$ cat src/rtl/ysyx_25030093_mem_arbiter.sv
// rtl/ysyx_25030093_mem_arbiter.sv - two-master round-robin memory arbiter with response watchdog
module ysyx_25030093_mem_arbiter #(
   parameter int ADDR_W  = 32,
   parameter int DATA_W  = 32,
   parameter int TIMEOUT = 255
) (
   input  logic                clk,
   input  logic                rst,

   input  logic                ifu_req_valid,
   output logic                ifu_req_ready,
   input  logic [ADDR_W-1:0]   ifu_addr,
   output logic                ifu_rsp_valid,
   input  logic                ifu_rsp_ready,
   output logic [DATA_W-1:0]   ifu_rdata,
   output logic                ifu_rsp_err,

   input  logic                lsu_req_valid,
   output logic                lsu_req_ready,
   input  logic [ADDR_W-1:0]   lsu_addr,
   input  logic                lsu_wen,
   input  logic [DATA_W-1:0]   lsu_wdata,
   input  logic [DATA_W/8-1:0] lsu_wmask,
   output logic                lsu_rsp_valid,
   input  logic                lsu_rsp_ready,
   output logic [DATA_W-1:0]   lsu_rdata,
   output logic                lsu_rsp_err,

   output logic                mem_req_valid,
   input  logic                mem_req_ready,
   output logic [ADDR_W-1:0]   mem_addr,
   output logic                mem_wen,
   output logic [DATA_W-1:0]   mem_wdata,
   output logic [DATA_W/8-1:0] mem_wmask,
   input  logic                mem_rsp_valid,
   output logic                mem_rsp_ready,
   input  logic [DATA_W-1:0]   mem_rdata,
   input  logic                mem_rsp_err
);

   localparam int MASK_W = DATA_W / 8;
   localparam int CNT_W  = (TIMEOUT > 0) ? $clog2(TIMEOUT + 1) : 1;
   localparam logic [CNT_W-1:0] CNT_MAX = CNT_W'(TIMEOUT);
   localparam logic WDOG_EN = (TIMEOUT != 0);

   typedef enum logic [1:0] {
      S_IDLE = 2'd0,
      S_REQ  = 2'd1,
      S_WAIT = 2'd2,
      S_RSP  = 2'd3
   } state_t;

   // owner / last_grant encoding: 0 = IFU, 1 = LSU
   state_t              state_q, state_d;
   logic                owner_q, owner_d;
   logic                last_grant_q, last_grant_d;
   logic [ADDR_W-1:0]   addr_q, addr_d;
   logic                wen_q, wen_d;
   logic [DATA_W-1:0]   wdata_q, wdata_d;
   logic [MASK_W-1:0]   wmask_q, wmask_d;
   logic [DATA_W-1:0]   rdata_q, rdata_d;
   logic                err_q, err_d;
   logic [CNT_W-1:0]    cnt_q, cnt_d;

   logic                grant_ifu;
   logic                grant_lsu;
   logic                owner_rsp_ready;

   // Grant decode in IDLE: a lone requester wins, a tie goes to the master not served last
   always_comb begin
      grant_ifu = 1'b0;
      grant_lsu = 1'b0;
      if (state_q == S_IDLE) begin
         if (lsu_req_valid && (!ifu_req_valid || !last_grant_q)) begin
            grant_lsu = 1'b1;
         end else if (ifu_req_valid) begin
            grant_ifu = 1'b1;
         end
      end
   end

   assign owner_rsp_ready = owner_q ? lsu_rsp_ready : ifu_rsp_ready;

   // Next-state logic: latch request, forward it, wait for memory (or the watchdog), hand back
   always_comb begin
      state_d      = state_q;
      owner_d      = owner_q;
      last_grant_d = last_grant_q;
      addr_d       = addr_q;
      wen_d        = wen_q;
      wdata_d      = wdata_q;
      wmask_d      = wmask_q;
      rdata_d      = rdata_q;
      err_d        = err_q;
      cnt_d        = cnt_q;
      unique case (state_q)
         S_IDLE: begin
            if (grant_lsu) begin
               owner_d = 1'b1;
               addr_d  = lsu_addr;
               wen_d   = lsu_wen;
               wdata_d = lsu_wdata;
               wmask_d = lsu_wmask;
               state_d = S_REQ;
            end else if (grant_ifu) begin
               // fetches are plain reads, so the write side is zeroed rather than left stale
               owner_d = 1'b0;
               addr_d  = ifu_addr;
               wen_d   = 1'b0;
               wdata_d = '0;
               wmask_d = '0;
               state_d = S_REQ;
            end
         end
         S_REQ: begin
            if (mem_req_ready) begin
               cnt_d   = '0;
               state_d = S_WAIT;
            end
         end
         S_WAIT: begin
            if (mem_rsp_valid) begin
               rdata_d = mem_rdata;
               err_d   = mem_rsp_err;
               state_d = S_RSP;
            end else if (WDOG_EN && (cnt_q == CNT_MAX)) begin
               rdata_d = '0;
               err_d   = 1'b1;
               state_d = S_RSP;
            end else begin
               cnt_d = cnt_q + CNT_W'(1);
            end
         end
         S_RSP: begin
            if (owner_rsp_ready) begin
               last_grant_d = owner_q;
               state_d      = S_IDLE;
            end
         end
         default: state_d = S_IDLE;
      endcase
   end

   // State and latch registers; reset also drops any transaction in flight
   always_ff @(posedge clk) begin
      if (rst) begin
         state_q      <= S_IDLE;
         owner_q      <= 1'b0;
         last_grant_q <= 1'b0;
         addr_q       <= '0;
         wen_q        <= 1'b0;
         wdata_q      <= '0;
         wmask_q      <= '0;
         rdata_q      <= '0;
         err_q        <= 1'b0;
         cnt_q        <= '0;
      end else begin
         state_q      <= state_d;
         owner_q      <= owner_d;
         last_grant_q <= last_grant_d;
         addr_q       <= addr_d;
         wen_q        <= wen_d;
         wdata_q      <= wdata_d;
         wmask_q      <= wmask_d;
         rdata_q      <= rdata_d;
         err_q        <= err_d;
         cnt_q        <= cnt_d;
      end
   end

   assign ifu_req_ready = grant_ifu;
   assign lsu_req_ready = grant_lsu;

   assign mem_req_valid = (state_q == S_REQ);
   assign mem_addr      = addr_q;
   assign mem_wen       = wen_q;
   assign mem_wdata     = wdata_q;
   assign mem_wmask     = wmask_q;
   assign mem_rsp_ready = (state_q == S_WAIT);

   // Response data is steered to the owner only, so the other master never sees a stale word
   assign ifu_rsp_valid = (state_q == S_RSP) && !owner_q;
   assign lsu_rsp_valid = (state_q == S_RSP) &&  owner_q;
   assign ifu_rdata     = owner_q ? '0 : rdata_q;
   assign lsu_rdata     = owner_q ? rdata_q : '0;
   assign ifu_rsp_err   = !owner_q && err_q;
   assign lsu_rsp_err   =  owner_q && err_q;

endmodule

$ cat config.mk
export PLATFORM = sky130hd
export DESIGN_NAME = ysyx_25030093_mem_arbiter
export DESIGN_NICKNAME = d
export VERILOG_FILES = /design/src/rtl/ysyx_25030093_mem_arbiter.sv
export SDC_FILE = /design/constraint.sdc
export NUM_CORES = 1
export LEC_CHECK = 0
export CELL_PAD_IN_SITES_DETAIL_PLACEMENT = 1
export CELL_PAD_IN_SITES_GLOBAL_PLACEMENT = 2
export CORE_ASPECT_RATIO = 0.9
export CORE_MARGIN = 4
export CORE_UTILIZATION = 23
export CTS_BUF_LIST = sky130_fd_sc_hd__clkbuf_8
export DETAILED_ROUTE_END_ITERATION = 8
export PLACE_DENSITY_LB_ADDON = 0.1
export REMOVE_ABC_BUFFERS = 1
export SLEW_MARGIN = 20
export SYNTH_ARGS = -nofsm -noshare
export SYNTH_HDL_FRONTEND = slang
export SYNTH_SLANG_ARGS = --single-unit
export TNS_END_PERCENT = 30
$ cat constraint.sdc
create_clock -name clk -period 3.5 [get_ports clk]
set_input_delay 1.05 -clock clk [delete_from_list [all_inputs] [get_ports clk]]
set_output_delay 1.05 -clock clk [all_outputs]
set_load 0.1 [all_outputs]
== Word-level counts from Yosys, hierarchy flattened ==
Cells that the tools add are included.
Widths: inputs -> output; s select.

* Output and inout port bits: 141
* Bits of input ports: 142
* Register bits after elaboration: 114
* Word-level logic and storage cells: 71

* Equality and inequality tests: 10
* Reduce and logical (&&, ||, !) cells: 18
* Add/subtract/negate cells: 1
* Multiplexer cells: 32

{| class="wikitable"
|+ Operators by type and width
! operator !! count
|-
| $mux 32 || 8
|-
| $mux 8 || 3
|-
| $pmux 8 s2 || 1
|-
| $mux 2 || 6
|-
| $mux 1 || 11
|-
| $add 8x1->8 const B || 1
|-
| $eq 8x8->1 const B || 1
|-
| $mux 4 || 2
|-
| $pmux 2 s4 || 1
|-
| $reduce_and 4->1 || 2
|-
| $ne 2x2->1 const B || 3
|-
| $reduce_and 2->1 || 3
|-
| $reduce_bool 2->1 || 3
|-
| $logic_and 1x1->1 || 5
|-
| $eq 2x2->1 const B || 2
|-
| $logic_not 1->1 || 3
|-
| $ne 3x2->1 const B || 1
|-
| $ne 3x3->1 const B || 1
|-
| $eq 2x1->1 const B || 1
|-
| $logic_not 2->1 || 1
|-
| $ne 2x1->1 const B || 1
|-
| $logic_or 1x1->1 || 1
|}

== Depth between registers and ports, before layout ==
Gate-level depths: netlist of run 1.

* Word-level depth: 8
* Gate-level depth with buffers: 8
* Mapped depth without buffers: 6

== Least setup slack after synthesis of run 1 ==
OpenSTA, ideal clock, no wires.

* Path kind: in2out
* Start: in ifu_req_valid
* End: out ifu_req_ready
* Data required time: 2.450 ns
* Path slack: -0.120 ns
* Data arrival time: 2.570 ns
* Cell stages on the path: 2
* Cell sequence: nand2_1 -> a21oi_1

* Cells in the longest elaborated chain, start to end: 5

{| class="wikitable"
|+ Ends and longest elaborated chain
! what !! line !! text
|-
| start: declaration || 10 || <nowiki>input logic ifu_req_valid,</nowiki>
|-
| $logic_not 1->1 || 74 || <nowiki>if (lsu_req_valid && (!ifu_req_valid || !last_grant_q)) begin</nowiki>
|-
| $logic_or 1x1->1 || 74 ||
|-
| $logic_and 1x1->1 || 74 ||
|-
| $mux 1 * || 74 ||
|-
| $mux 1 * || 73 || <nowiki>if (state_q == S_IDLE) begin</nowiki>
|-
| end: declaration || 11 || <nowiki>output logic ifu_req_ready,</nowiki>
|}

Every way passes the cells marked *; elsewhere a longest branch is shown, timed or not.

== Final worst setup path of run 1 ==
* Start: in lsu_req_valid
* End: out lsu_req_ready

* Cells in the longest elaborated chain, start to end: 3

{| class="wikitable"
|+ Ends and longest elaborated chain
! what !! line !! text
|-
| start: declaration || 18 || <nowiki>input logic lsu_req_valid,</nowiki>
|-
| $logic_and 1x1->1 || 74 ||
|-
| $mux 1 || 74 ||
|-
| $mux 1 || 73 ||
|-
| end: declaration || 19 || <nowiki>output logic lsu_req_ready,</nowiki>
|}

Every way passes these cells.

==> summary.md, run 1 <==
| Metric | Value |
|---|---|
| Run status | `complete, no violations` |
| Initial DRC count | `159` |
| Synth warn | `0` |
| Type of the tightest min-delay check | `register to register` |
| Setup WS pre-CTS | `254 ps` |
| Sequential share of the synthesized area | `0.470` |
| FF+latch area | `0.00228 mm²` |
| Nets | `922` |
| Critical path peak fanout | `4` |
| Worst EP required | `2450 ps` |
| R2R Setup Slk | `1390 ps` |
| Cell variety after synth | `39` |
| Post-synth top area cell | `dfxtp_1` |
| Synth Instances | `508` |
| DP Area | `0.00757 mm²` |
| DP HPWL | `13.5 mm` |
| First-pass GRT wire length | `28.8 mm` |
| CP Launch Type | `primary input` |
| Core area | `0.0208 mm²` |
| Initial Util | `0.234` |
| Worst skew pair latency | `420 ps` |
| Pleak | `0.00334 µW` |
| Total number of vias | `4797` |
| Cell Rows | `50` |
| Drt pass-1 iters | `4` |
| Average wire per standard cell | `17.1 µm` |
| RSZ-0062 raised after global routing | `false` |
| Hold-fix buffers at CTS | `0` |
| PwrDens | `811 mW/mm²` |
| Die width | `161 µm` |
| Routing usage on met1 | `0.171` |
| Worst flop-to-flop path startpoint | `state_q[1]` |
| Multi-input combinational cell area | `0.00234 mm²` |
| CTS tree | `yes` |
| MaxCap Viol Count | `0` |
| H-tree levels | `4` |
| Design area | `0.00797 mm²` |
| Drt total wl | `18.4 mm` |
| Die Ht | `146 µm` |
| Clock tree buffer depth | `2` |
| Final Setup Violations | `0` |
| Syn-to-layout area delta | `64.2%` |
| Final Hold Vio Count | `0` |
| IO Port Bufs | `282` |
| Critical path class | `primary input to output port` |
| Top-area cell type share of the netlist area | `0.470` |
| GR peak layer | `met2` |
| Drc violations | `0` |
| Final slew viol count | `0` |
| Number of synthesized flops with an enable pin | `0` |
| Tot GR Track Use | `0.154` |
| Total grt overflow | `0` |
| Met3 Track Usage GR | `0.0878` |
| Final min period | `3240 ps` |
| Final ANT Viol Nets | `0` |
| Synth top area cells | `dfxtp_1, mux2i_1, a22oi_1` |
| Mapped Area | `0.00486 mm²` |
| Critical Path End Type | `output port` |
| Peak VDD IR | `0.441 mV` |
| Critical R2R Capture | `mem_addr[16]` |
| Share of layout cells above drive strength 1 | `0.244` |
| Slew headroom | `0.421` |
| Worst Hold Endpoint | `rdata_q[10]` |
| Max Fclk | `308 MHz` |
| Sink Count | `114` |
| Routability congestion estimate from global placement | `0.725` |
| Cts bufs inserted | `17` |
| Largest net degree at the start of global routing | `79` |
| Setup ws final | `255 ps` |
| Worst Hold Path Cells | `1` |
| Avg Inst Size Synth | `9.56 µm²` |
| Vias/cell | `4.46` |
| Worst Hold Slack | `498 ps` |
| Clock Skews | `13.9 ps` |
| Clk root buf | `clkbuf_8` |
| Worst r2r path cells | `7` |
| Area of the die | `0.0235 mm²` |
| Worst-margin pin slew | `869 ps` |
| Worst path arrival time | `2190 ps` |
| # Post-CTS Setup Buffers | `0` |
| Post-cts resize count | `0` |
| Most common flop cell mapped by yosys | `dfxtp_1` |
| Hold_sp | `rdata_q[10]` |
| Fillers | `2413` |
| Synth Register Bits | `114` |
| IO Pins | `283` |
| Share of flip-flops with an asynchronous set or reset | `0` |
| Power, Total | `6470 µW` |
| Initial antenna violation count | `1` |
| Post-route clock period utilization | `0.927` |
| Vias in the first global route | `5225` |
| Clock slew at reported path FFs | `70 ps` |
| GRT met2 Usage | `0.257` |
registers in the layout, summed over array words and instances, names as in the netlist:
| register | cells |
|---|---|
| cnt_q | 8 |
| last_grant_q | 1 |
| rdata_q | 32 |
| mem_wmask | 4 |
| mem_wdata | 32 |
| owner_q | 1 |
| mem_wen | 1 |
| err_q | 1 |
| mem_addr | 32 |
| state_q | 2 |
placed cells by master, fill, tap and decap left out, drive strengths merged:
cell / n
a22oi: 38
dfxtp: 114
ha: 5
a221oi: 1
nand2b: 4
nor3: 2
clkdlybuf4s50: 140
clkinvlp: 4
nor4b: 1
nor4: 1
nand4: 4
clkinv: 4
nor2: 75
o41ai: 3
o21bai: 1
a22o: 32
o21a: 4
a21boi: 1
nor2b: 38
diode: 1
buf: 150
o32ai: 2
o21ba: 1
nand2: 10
a21o: 1
mux2i: 34
o211ai: 1
inv: 8
a21oi: 12
and2: 34
o21ai: 5
nand3: 3
a211oi: 32
nand3b: 1
bufinv: 2
mux2: 1
clkbuf: 19
per-layer routing:
metal / vias up / wire length [µm]
met1: 2257 / 7360
met5: - / 13
met3: 10 / 2130
met4: 2 / 118
met2: 186 / 8730
li1: 2342 / -
metrics by stage:
step	TNS [ps]	std cells	util
detailed placement	0	1042	0.365
floorplan	-239110	466	-
finish	0	1075	0.384
global route	0	1074	0.384
global placement	0	1042	0.365
CTS	0	1074	0.384
critical path, stage by stage:
cell and delay, ps:
clkdlybuf4s50_1 560, nand2_1 120, a21oi_4 250, buf_12 220
worst max path at each step:
| stage | from | to | slack (ps) | depth (start not counted) |
|---|---|---|---|---|
| 2_1_floorplan | lsu_req_valid | lsu_req_ready | -3600 | 2 |
| 3_3_place_gp | ifu_req_valid | ifu_req_ready | 270 | 4 |
| 3_5_place_dp | lsu_req_valid | lsu_req_ready | 250 | 4 |
| 4_1_cts | lsu_req_valid | lsu_req_ready | 250 | 4 |
| 5_1_grt | lsu_req_valid | lsu_req_ready | 220 | 4 |
| 6_report | lsu_req_valid | lsu_req_ready | 260 | 4 |
where the power goes:
| group | internal (µW) | switching [µW] |
|---|---|---|
| combinational | 885 | 2630 |
| sequential | 1540 | 147 |
| clock | 669 | 591 |
cell usage after synthesis (2+ instances only):
master / n
o41ai_1: 3
and2_1: 34
nor2b_1: 38
buf_2: 11
mux2i_1: 34
o21ai_0: 3
nand2_1: 10
o21ai_1: 2
buf_4: 2
a21oi_1: 11
nand3_1: 2
buf_1: 2
a22oi_1: 38
nor3_1: 2
inv_1: 5
a211oi_1: 32
buf_6: 4
nand4_1: 4
o21a_1: 4
a22o_1: 32
nor2_1: 75
clkbuf_1: 20
dfxtp_1: 114
ha_1: 5
buf_8: 3
o32ai_1: 2
nand2b_1: 4
cell families (layout without fill, tap and decap cells):
logic type,after synthesis,after routing,share of synthesized area
flops,114,114,0.470
buf+inv,47,327,0.0538
mux,35,35,0.0724
simple gates,173,173,0.180
compound gates,134,134,0.211
fa+ha+maj,5,5,0.0129
other cells,0,1,0
cell type report:
type,count,share of cell area
antenna,1,0.000314
clock buffer,19,0.0328
clock inverter,13,0.0170
inverter,5,0.00235
multi-input combinational,347,0.293
sequential,114,0.286
tap,286,0.0449
timing repair buffer,290,0.323
(Power assumes the default switching activity.)
==> run 2, diff against run 1 <==
--- a/config.mk
+++ b/config.mk
@@ -7,10 +7,8 @@
 export LEC_CHECK = 0
 export CELL_PAD_IN_SITES_DETAIL_PLACEMENT = 1
 export CELL_PAD_IN_SITES_GLOBAL_PLACEMENT = 2
-export CORE_ASPECT_RATIO = 0.9
 export CORE_MARGIN = 4
-export CORE_UTILIZATION = 23
-export CTS_BUF_LIST = sky130_fd_sc_hd__clkbuf_8
+export CORE_UTILIZATION = 22
 export DETAILED_ROUTE_END_ITERATION = 8
 export PLACE_DENSITY_LB_ADDON = 0.1
 export REMOVE_ABC_BUFFERS = 1
==> run 2 against run 1 <==
Net effect:
- final area is 2.0% higher
- power is 6.2% higher
- die area is 4.3% higher
- clock skew is 2.7 ps lower
- core utilization is 1.0 points lower
- critical endpoint is now ifu_req_ready
- flip-flop and latch count stayed put
- critical path depth stayed put
- first-iteration DRC count is 35% higher
- via count is 0.85% higher
- setup slack worse by 69 ps
==> summary.md, run 2 (synthesis results as in run 1) <==
| Metric | Value |
|---|---|
| Most frequent cells in the layout | `buf_4, clkdlybuf4s50_1, dfxtp_1` |
| Initial antenna violation count | `0` |
| Critical path peak fanout | `4` |
| CP max-delay cell | `clkdlybuf4s50_1` |
| Run status | `complete, no violations` |
| Layout Cells excl Fill | `1069` |
| Clock power share | `0.241` |
| Average wire per standard cell | `17.2 µm` |
| First-pass GRT wire length | `27.8 mm` |
| Critical path's largest stage delay | `610 ps` |
| Placed cell count | `1037` |
| Core area | `0.0218 mm²` |
| Worst skew pair latency | `420 ps` |
| Final min period | `3310 ps` |
| Critical Path End Type | `output port` |
| Clock slew at reported path FFs | `60 ps` |
| Power share of the combinational group | `0.514` |
| Antenna diodes | `0` |
| Cell Rows | `54` |
| Sw power | `3450 µW` |
| Setup ws final | `186 ps` |
| Initial Util | `0.223` |
| Final ANT Viol Nets | `0` |
| Post-route clock period utilization | `0.947` |
| Total number of vias | `4838` |
| Drt pass-1 iters | `4` |
| Drc violations | `0` |
| Largest net degree at the start of global routing | `72` |
| # Post-CTS Setup Buffers | `0` |
| IO Pins | `283` |
| Final Setup Violations | `0` |
| Max Fclk | `302 MHz` |
| Final slew viol count | `0` |
| Type of the tightest min-delay check | `register to register` |
| Die width | `157 µm` |
| Setup WS pre-CTS | `213 ps` |
| Syn-to-layout area delta | `67.5%` |
| Area of the die | `0.0245 mm²` |
| PwrDens | `844 mW/mm²` |
| Final Hold Vio Count | `0` |
| Sw frac | `0.503` |
| Slew headroom | `0.606` |
| Sink Count | `114` |
| Internal power component | `3410 µW` |
| Die Ht | `157 µm` |
| Worst r2r path cells | `7` |
| Worst path arrival time | `2260 ps` |
| Worst-margin pin slew | `591 ps` |
| Seq pwr share | `0.246` |
| Initial DRC count | `214` |
| RSZ-0062 raised after global routing | `false` |
| Peak VDD IR | `0.366 mV` |
| IO Port Bufs | `282` |
| Fillers | `2459` |
| DP HPWL | `13.6 mm` |
| Nets | `923` |
| Vias in the first global route | `5070` |
| Design area | `0.00813 mm²` |
| Critical path class | `primary input to output port` |
| Worst-path cell chain | `clkdlybuf4s50_1 -> nand2_1 -> a21oi_1 -> buf_12` |
| Total grt overflow | `0` |
| Clock tree buffer depth | `2` |
| Routability congestion estimate from global placement | `0.724` |
| Drt total wl | `18.4 mm` |
| Clock Skews | `11.3 ps` |
| CP Launch Type | `primary input` |
| Worst EP required | `2450 ps` |
| Tot GR Track Use | `0.144` |
| Commonest non-fill, non-tap cell in the layout | `buf_4` |
| MaxCap Viol Count | `0` |
| Worst Hold Path Cells | `1` |
| Vias/cell | `4.53` |
| Hold-fix buffers at CTS | `0` |
| FF+latch area | `0.00228 mm²` |
| Pleak | `0.00342 µW` |
| Share of layout cells above drive strength 1 | `0.246` |
| Worst Hold Slack | `493 ps` |
| Post-cts resize count | `0` |
| Multi-input combinational cell area | `0.00234 mm²` |
| Clk root buf | `clkbuf_16` |
| Cts bufs inserted | `17` |
| H-tree levels | `4` |
| CTS tree | `yes` |
| DP Area | `0.00757 mm²` |
[run 2: changes by cell type in the layout (fill, tap and decap cells not counted), sizes merged]
cell      previous run  this run
clkinv               4         7
clkbuf              19        17
buf                150       151
bufinv               2         1
clkinvlp             4         3
diode                1         0
inv                  8         9
[run 2: worst paths after layout]
check | startpoint | endpoint | slack (ps)
worst min register to register | rdata_q[8] | rdata_q[8] | 490
worst max register to register | state_q[1] | mem_addr[5] | 1360
worst max-delay path | ifu_req_valid | ifu_req_ready | 190
worst min-delay path | rdata_q[8] | rdata_q[8] | 490
[run 2: layout make-up]
type / instances / area share
repair buffers: 291 / 0.318
multi-input cells: 347 / 0.287
flip-flops and latches: 114 / 0.281
clock buffers: 17 / 0.0523
well taps: 280 / 0.0431
clock inverters: 15 / 0.0165
inverters: 5 / 0.00231
[run 2: power groups by stage]
stage	logic [µW]	clock network, µW	registers (µW)
final	3530	1650	1690
after global routing	3730	1760	1720
after CTS	3580	1720	1690
after detailed placement	3570	0	1710
after global placement	3530	0	1700
after floorplan	1290	0	3090
[run 2: routing by layer]
layer  track usage  share of wire  routed length, µm
met5             0              0                  0
met1         0.162           0.40               7330
met3        0.0741           0.11               2080
met4        0.0446          0.011                198
met2         0.239           0.48               8780
[run 2: stage by stage]
stage | util | TNS (ps) | total power [µW]
2_1_floorplan | - | -239110 | 4390
3_3_place_gp | 0.348 | 0 | 5230
3_5_place_dp | 0.348 | 0 | 5280
4_1_cts | 0.374 | 0 | 6990
5_1_grt | 0.374 | 0 | 7210
6_report | 0.374 | 0 | 6870
[run 2: worst max-delay path: cells and delay by family]
family | cells | cell delay, ps
AO/OA/AOI/OAI | 1 | 260
buffers and inverters | 2 | 830
AND/OR/NAND/NOR | 1 | 130
